### src/rtl/mem_arbiter.sv
// mem_arbiter: shares one memory port between NREQ requesters, one transaction in flight at a time.
// Round-robin by default; define MEMARB_FIXED_PRIO_EN for fixed priority (lowest index wins).
module mem_arbiter #(
    parameter int NREQ = 3,
    parameter int AW   = 20,
    parameter int DW   = 16
) (
    input  logic               clk,
    input  logic               rst,
    input  logic [NREQ-1:0]    req,
    input  logic [NREQ*AW-1:0] addr,
    input  logic [NREQ*DW-1:0] wdata,
    input  logic [NREQ-1:0]    wr,
    output logic [NREQ-1:0]    ack,
    output logic [DW-1:0]      rdata,
    output logic [NREQ-1:0]    err,
    output logic [NREQ-1:0]    gnt,
    output logic               mem_req,
    output logic [AW-1:0]      mem_addr,
    output logic [DW-1:0]      mem_wdata,
    output logic               mem_wr,
    input  logic               mem_ack,
    input  logic [DW-1:0]      mem_rdata
);
    localparam int IW = $clog2(NREQ);
    localparam logic IDLE = 1'b0;
    localparam logic WAIT = 1'b1;

    logic            state;
    logic [IW-1:0]   last, own, win;
    logic [NREQ-1:0] pend, done, take, over;
    logic [AW-1:0]   slot_addr [NREQ];
    logic [DW-1:0]   slot_wdata [NREQ];
    logic [NREQ-1:0] slot_wr;

    // a slot freed by this edge's completion may be refilled in the same edge
    assign done = (state == WAIT && mem_ack) ? gnt : '0;
    assign take = req & (~pend | done);
    assign over = req & pend & ~done;

`ifdef MEMARB_FIXED_PRIO_EN
    always_comb begin
        win = '0;
        for (int i = NREQ - 1; i >= 0; i--)
            if (pend[i]) win = IW'(i);
    end
`else
    logic [IW-1:0] idx;
    // scan from farthest to nearest so the first pending index after last wins
    always_comb begin
        win = '0;
        idx = '0;
        for (int k = NREQ; k >= 1; k--) begin
            idx = IW'((int'(last) + k) % NREQ);
            if (pend[idx]) win = idx;
        end
    end
`endif

    always_ff @(posedge clk) begin
        if (!rst) begin
            state     <= IDLE;
            last      <= IW'(NREQ - 1);
            own       <= '0;
            pend      <= '0;
            err       <= '0;
            slot_wr   <= '0;
            ack       <= '0;
            rdata     <= '0;
            gnt       <= '0;
            mem_req   <= 1'b0;
            mem_addr  <= '0;
            mem_wdata <= '0;
            mem_wr    <= 1'b0;
            for (int i = 0; i < NREQ; i++) begin
                slot_addr[i]  <= '0;
                slot_wdata[i] <= '0;
            end
        end else begin
            pend    <= (pend & ~done) | take;
            err     <= err | over;
            ack     <= done;
            mem_req <= 1'b0;
            for (int i = 0; i < NREQ; i++) begin
                if (take[i]) begin
                    slot_addr[i]  <= addr[i*AW +: AW];
                    slot_wdata[i] <= wdata[i*DW +: DW];
                    slot_wr[i]    <= wr[i];
                end
            end
            if (state == IDLE && |pend) begin
                state     <= WAIT;
                own       <= win;
                gnt       <= NREQ'(1) << win;
                mem_req   <= 1'b1;
                mem_addr  <= slot_addr[win];
                mem_wdata <= slot_wdata[win];
                mem_wr    <= slot_wr[win];
            end else if (|done) begin
                state <= IDLE;
                last  <= own;
                gnt   <= '0;
                rdata <= mem_rdata;
            end
        end
    end
endmodule

### config.mk
export PLATFORM = sky130hd
export DESIGN_NAME = mem_arbiter
export DESIGN_NICKNAME = d
export VERILOG_FILES = /design/src/rtl/mem_arbiter.sv
export SDC_FILE = /design/constraint.sdc
export NUM_CORES = 1
export LEC_CHECK = 0
export CELL_PAD_IN_SITES_DETAIL_PLACEMENT = 0
export CELL_PAD_IN_SITES_GLOBAL_PLACEMENT = 1
export CORE_MARGIN = 2
export CORE_UTILIZATION = 38
export CTS_CLUSTER_SIZE = 16
export DETAILED_ROUTE_END_ITERATION = 16
export GPL_ROUTABILITY_DRIVEN = 0
export PLACE_DENSITY_LB_ADDON = 0.25
export SETUP_SLACK_MARGIN = 0.05
export SLEW_MARGIN = 20
export SYNTH_ARGS = -nofsm -noshare
export SYNTH_HDL_FRONTEND = slang
export SYNTH_SLANG_ARGS = --single-unit
### constraint.sdc
create_clock -name clk -period 2.9 [get_ports clk]
set_clock_uncertainty 0.05 [all_clocks]
set_input_delay 0.87 -clock clk [delete_from_list [all_inputs] [get_ports clk]]
set_output_delay 0.87 -clock clk [all_outputs]
set_load 0.01 [all_outputs]
==> results_dict.tcl <==
set metrics [dict create \
    synthCells 797 \
    synthDistinctLibCells 42 \
    clock_path_buffers 2 \
    timing.slew.headroom 0.6326 \
    dieHeight_um 150.8 \
    power.leakage_uw 0.004512 \
    critPathArrivalTime_ns 2.91 \
    worst_setup_path_end_kind "register" \
    min_from "rdata[11]$_SDFFE_PN0P_" \
    grt_pass1_wl_um 33240 \
    timing.final.crit_share 0.9174 \
    syn_area_per_cell_um2 10.28 \
    first_global_vias 6108 \
    track_usage 0.1913 \
    clk_pin_slew_ns 0.07 \
    multi_input_area_um2 3058 \
    core_area_um2 21090 \
    final_nets 1122 \
    overflow 0 \
    synth_top_cell_by_area "edfxtp_1" \
    rsz0062_at_grt "false" \
    period_needed_ns 2.661 \
    antenna_cells 0 \
    worst_pin_slew_ns 0.5490 \
    critPathKind "register to register" \
    worst_r2r_path_depth 8 \
    yosysWarnings 0 \
    syn-num-nets 934 \
    start_util 0.3885 \
    die_area_um2 22750 \
    hold_depth 2 \
    cp-start-kind "register" \
    regToRegStartpoint "last[0]$_SDFFE_PN0P_" \
    status "finished clean" \
    clkLatencyLatePin_ns 0.44 \
    grt_max_degree 89 \
    wl_per_cell_um 16.83 \
    vias 6437 \
    rrSetupSlack_ns 0.24 \
    tns_ns 0 \
    place_inst 1241 \
    routed_wirelength_um 21430 \
    post_cts.repair.setup_buffers 0 \
    n_fill_cell 1927 \
    seq_area_um2 4725 \
    numCtsBuffers 17 \
    fin_cells 1273 \
    ant_nets 0 \
    fmax_mhz 375.9 \
    ir_drop_v 0.0003956 \
    powerDensity_nw_per_um2 573.9 \
    first_pass_iters 5 \
    synth_seq_cells 182 \
    syn_to_final_growth_pct 37.16 \
    finalPower_uw 6448 \
    r2r_end "mem_addr[11]$_SDFFE_PN0P_" \
    drtIter0Drc 434 \
    setup_viol 0 \
    io_buffers 195 \
    synth_top_area_frac 0.3959 \
    cts_repair_resize_count 0 \
    cts_root_buf "clkbuf_16" \
    rows 53 \
    cp-startpoint "last[0]$_SDFFE_PN0P_" \
    ctsHtreeMaxLevel 4 \
    cts_tree "yes" \
    finalHoldViolCount 0 \
    antenna_found_initial 0 \
    netlist_area_um2 8192 \
    ys_top_cells_by_area "edfxtp_1, dfxtp_1, and2_1, nand2_1, o311a_1" \
    place_hpwl_um 14250 \
    hp-class "register to register" \
    drv_slew 0 \
    clock-sinks 182 \
    postCtsHoldBufs 0 \
    drc 0 \
    drive_gt1_frac 0.08617 \
    via_per_inst 5.057 \
    max_cap_viol_count 0 \
    hold-path-endpoint "rdata[11]$_SDFFE_PN0P_" \
    die_w_um 150.8 \
    cp_max_fo 42 \
    required_ns 3.15 \
    ys_seq_area_frac 0.5768 \
    io_pins 196 \
]
stage by stage:
step | utilization | setup slack, ns | area [µm²] | hold slack [ns]
after floorplan | - | 0.1446 | 8192 | 0.3866
after global placement | 0.5061 | 0.1155 | 10670 | 0.3915
after detailed placement | 0.5061 | 0.04374 | 10670 | 0.3966
after CTS | 0.5328 | 0.2542 | 11240 | 0.4070
after global routing | 0.5328 | 0.07340 | 11240 | 0.4315
final | 0.5328 | 0.2394 | 11240 | 0.4036
where the power goes:
group / internal (µW) / switching, µW
clock: 1140 / 1120
combinational: 563 / 550
sequential: 2990 / 92.8
registers in the layout, summed over array words and instances (netlist names):
register,count
ack,3
err,3
gnt,3
last,2
mem_addr,20
mem_req,1
mem_wdata,16
mem_wr,1
own,2
pend,3
rdata,16
slot_addr,60
slot_wdata,48
slot_wr,3
state,1
cell type report:
type,count,share of cell area
multi-input combinational,510,0.2722
sequential,182,0.4205
clock buffer,17,0.03786
inverter,40,0.01336
timing repair buffer,234,0.2131
tap,275,0.03062
clock inverter,15,0.01236
per-layer routing:
metal / GRT usage / up-vias / share of wire
met5: 0 / - / 0
met4: 0.05280 / 0 / 0.015
met3: 0.04910 / 22 / 0.058
met2: 0.2986 / 173 / 0.46
met1: 0.2649 / 3051 / 0.47
li1: - / 3191 / -
logic make-up after synthesis:
| kind of cell | count (synthesis) | synth area share |
|---|---|---|
| compound gates | 149 | 0.1446 |
| mux | 7 | 0.008859 |
| simple gates | 350 | 0.2086 |
| fa+ha+maj | 4 | 0.006110 |
| flops | 182 | 0.5768 |
| buf+inv | 105 | 0.05499 |
critical path, stage by stage, from the launching register on:
cell and delay (ns):
dfxtp_1 0.36, inv_1 0.09, ha_1 0.50, nand3b_1 0.14
o211a_4 0.31, buf_4 0.23, o311a_1 0.32, o31ai_1 0.36
o211ai_1 0.15
Yosys cell counts, drive strengths merged:
cell type / number
clkbuf: 50
buf: 15
ha: 4
a211oi: 2
nor2b: 1
o2bb2ai: 1
o22a: 1
a21oi: 21
nand4: 1
o211ai: 38
a31oi: 1
o311a: 37
nor2: 55
and3: 4
inv: 40
nor3: 41
nor4: 1
a21boi: 3
nand4b: 1
mux2: 2
dfxtp: 74
o211a: 1
nand2: 120
o221a: 1
nand3b: 3
o21ai: 2
a21o: 1
nand3: 3
a311oi: 1
o31ai: 38
edfxtp: 108
o41ai: 1
nand2b: 6
or2: 1
and2: 111
and3b: 2
mux2i: 5
cells in the final DEF (no fill, tap or decap), types with 2 or more instances in the layout:
| master | Yosys | final |
|---|---|---|
| ha_1 | 4 | 4 |
| nand2_1 | 120 | 115 |
| nand2_2 | 0 | 5 |
| mux2_2 | 2 | 2 |
| inv_1 | 40 | 40 |
| o31ai_1 | 38 | 38 |
| nor3_1 | 41 | 41 |
| mux2i_1 | 5 | 5 |
| o211ai_1 | 38 | 38 |
| nand2b_1 | 6 | 6 |
| and3_1 | 4 | 4 |
| nand3b_1 | 3 | 3 |
| clkinvlp_4 | 0 | 3 |
| and2_1 | 110 | 110 |
| a21oi_1 | 21 | 21 |
| clkdlybuf4s50_1 | 0 | 195 |
| nand3_1 | 3 | 3 |
| o311a_1 | 37 | 37 |
| dfxtp_1 | 74 | 74 |
| buf_12 | 0 | 12 |
| o21ai_0 | 2 | 2 |
| nor2_1 | 55 | 54 |
| edfxtp_1 | 108 | 108 |
| a211oi_1 | 2 | 2 |
| a21boi_0 | 3 | 3 |
| inv_6 | 0 | 2 |
| buf_4 | 5 | 27 |
| clkbuf_16 | 0 | 17 |
| clkinv_4 | 0 | 3 |
| inv_8 | 0 | 6 |
worst max path at each step:
stage | slack (ns) | to | depth (start not counted)
finish | 0.24 | mem_addr[11]$_SDFFE_PN0P_ | 8
global route | 0.07 | mem_wdata[10]$_SDFFE_PN0P_ | 8
CTS | 0.25 | mem_wdata[10]$_SDFFE_PN0P_ | 8
detailed placement | 0.04 | slot_addr[1][9]$_SDFFCE_PN0P_ | 7
global placement | 0.12 | slot_addr[2][1]$_SDFFCE_PN0P_ | 7
floorplan | 0.14 | slot_addr[2][0]$_SDFFCE_PN0P_ | 4
Note: power is estimated with default switching activity, not from simulation.
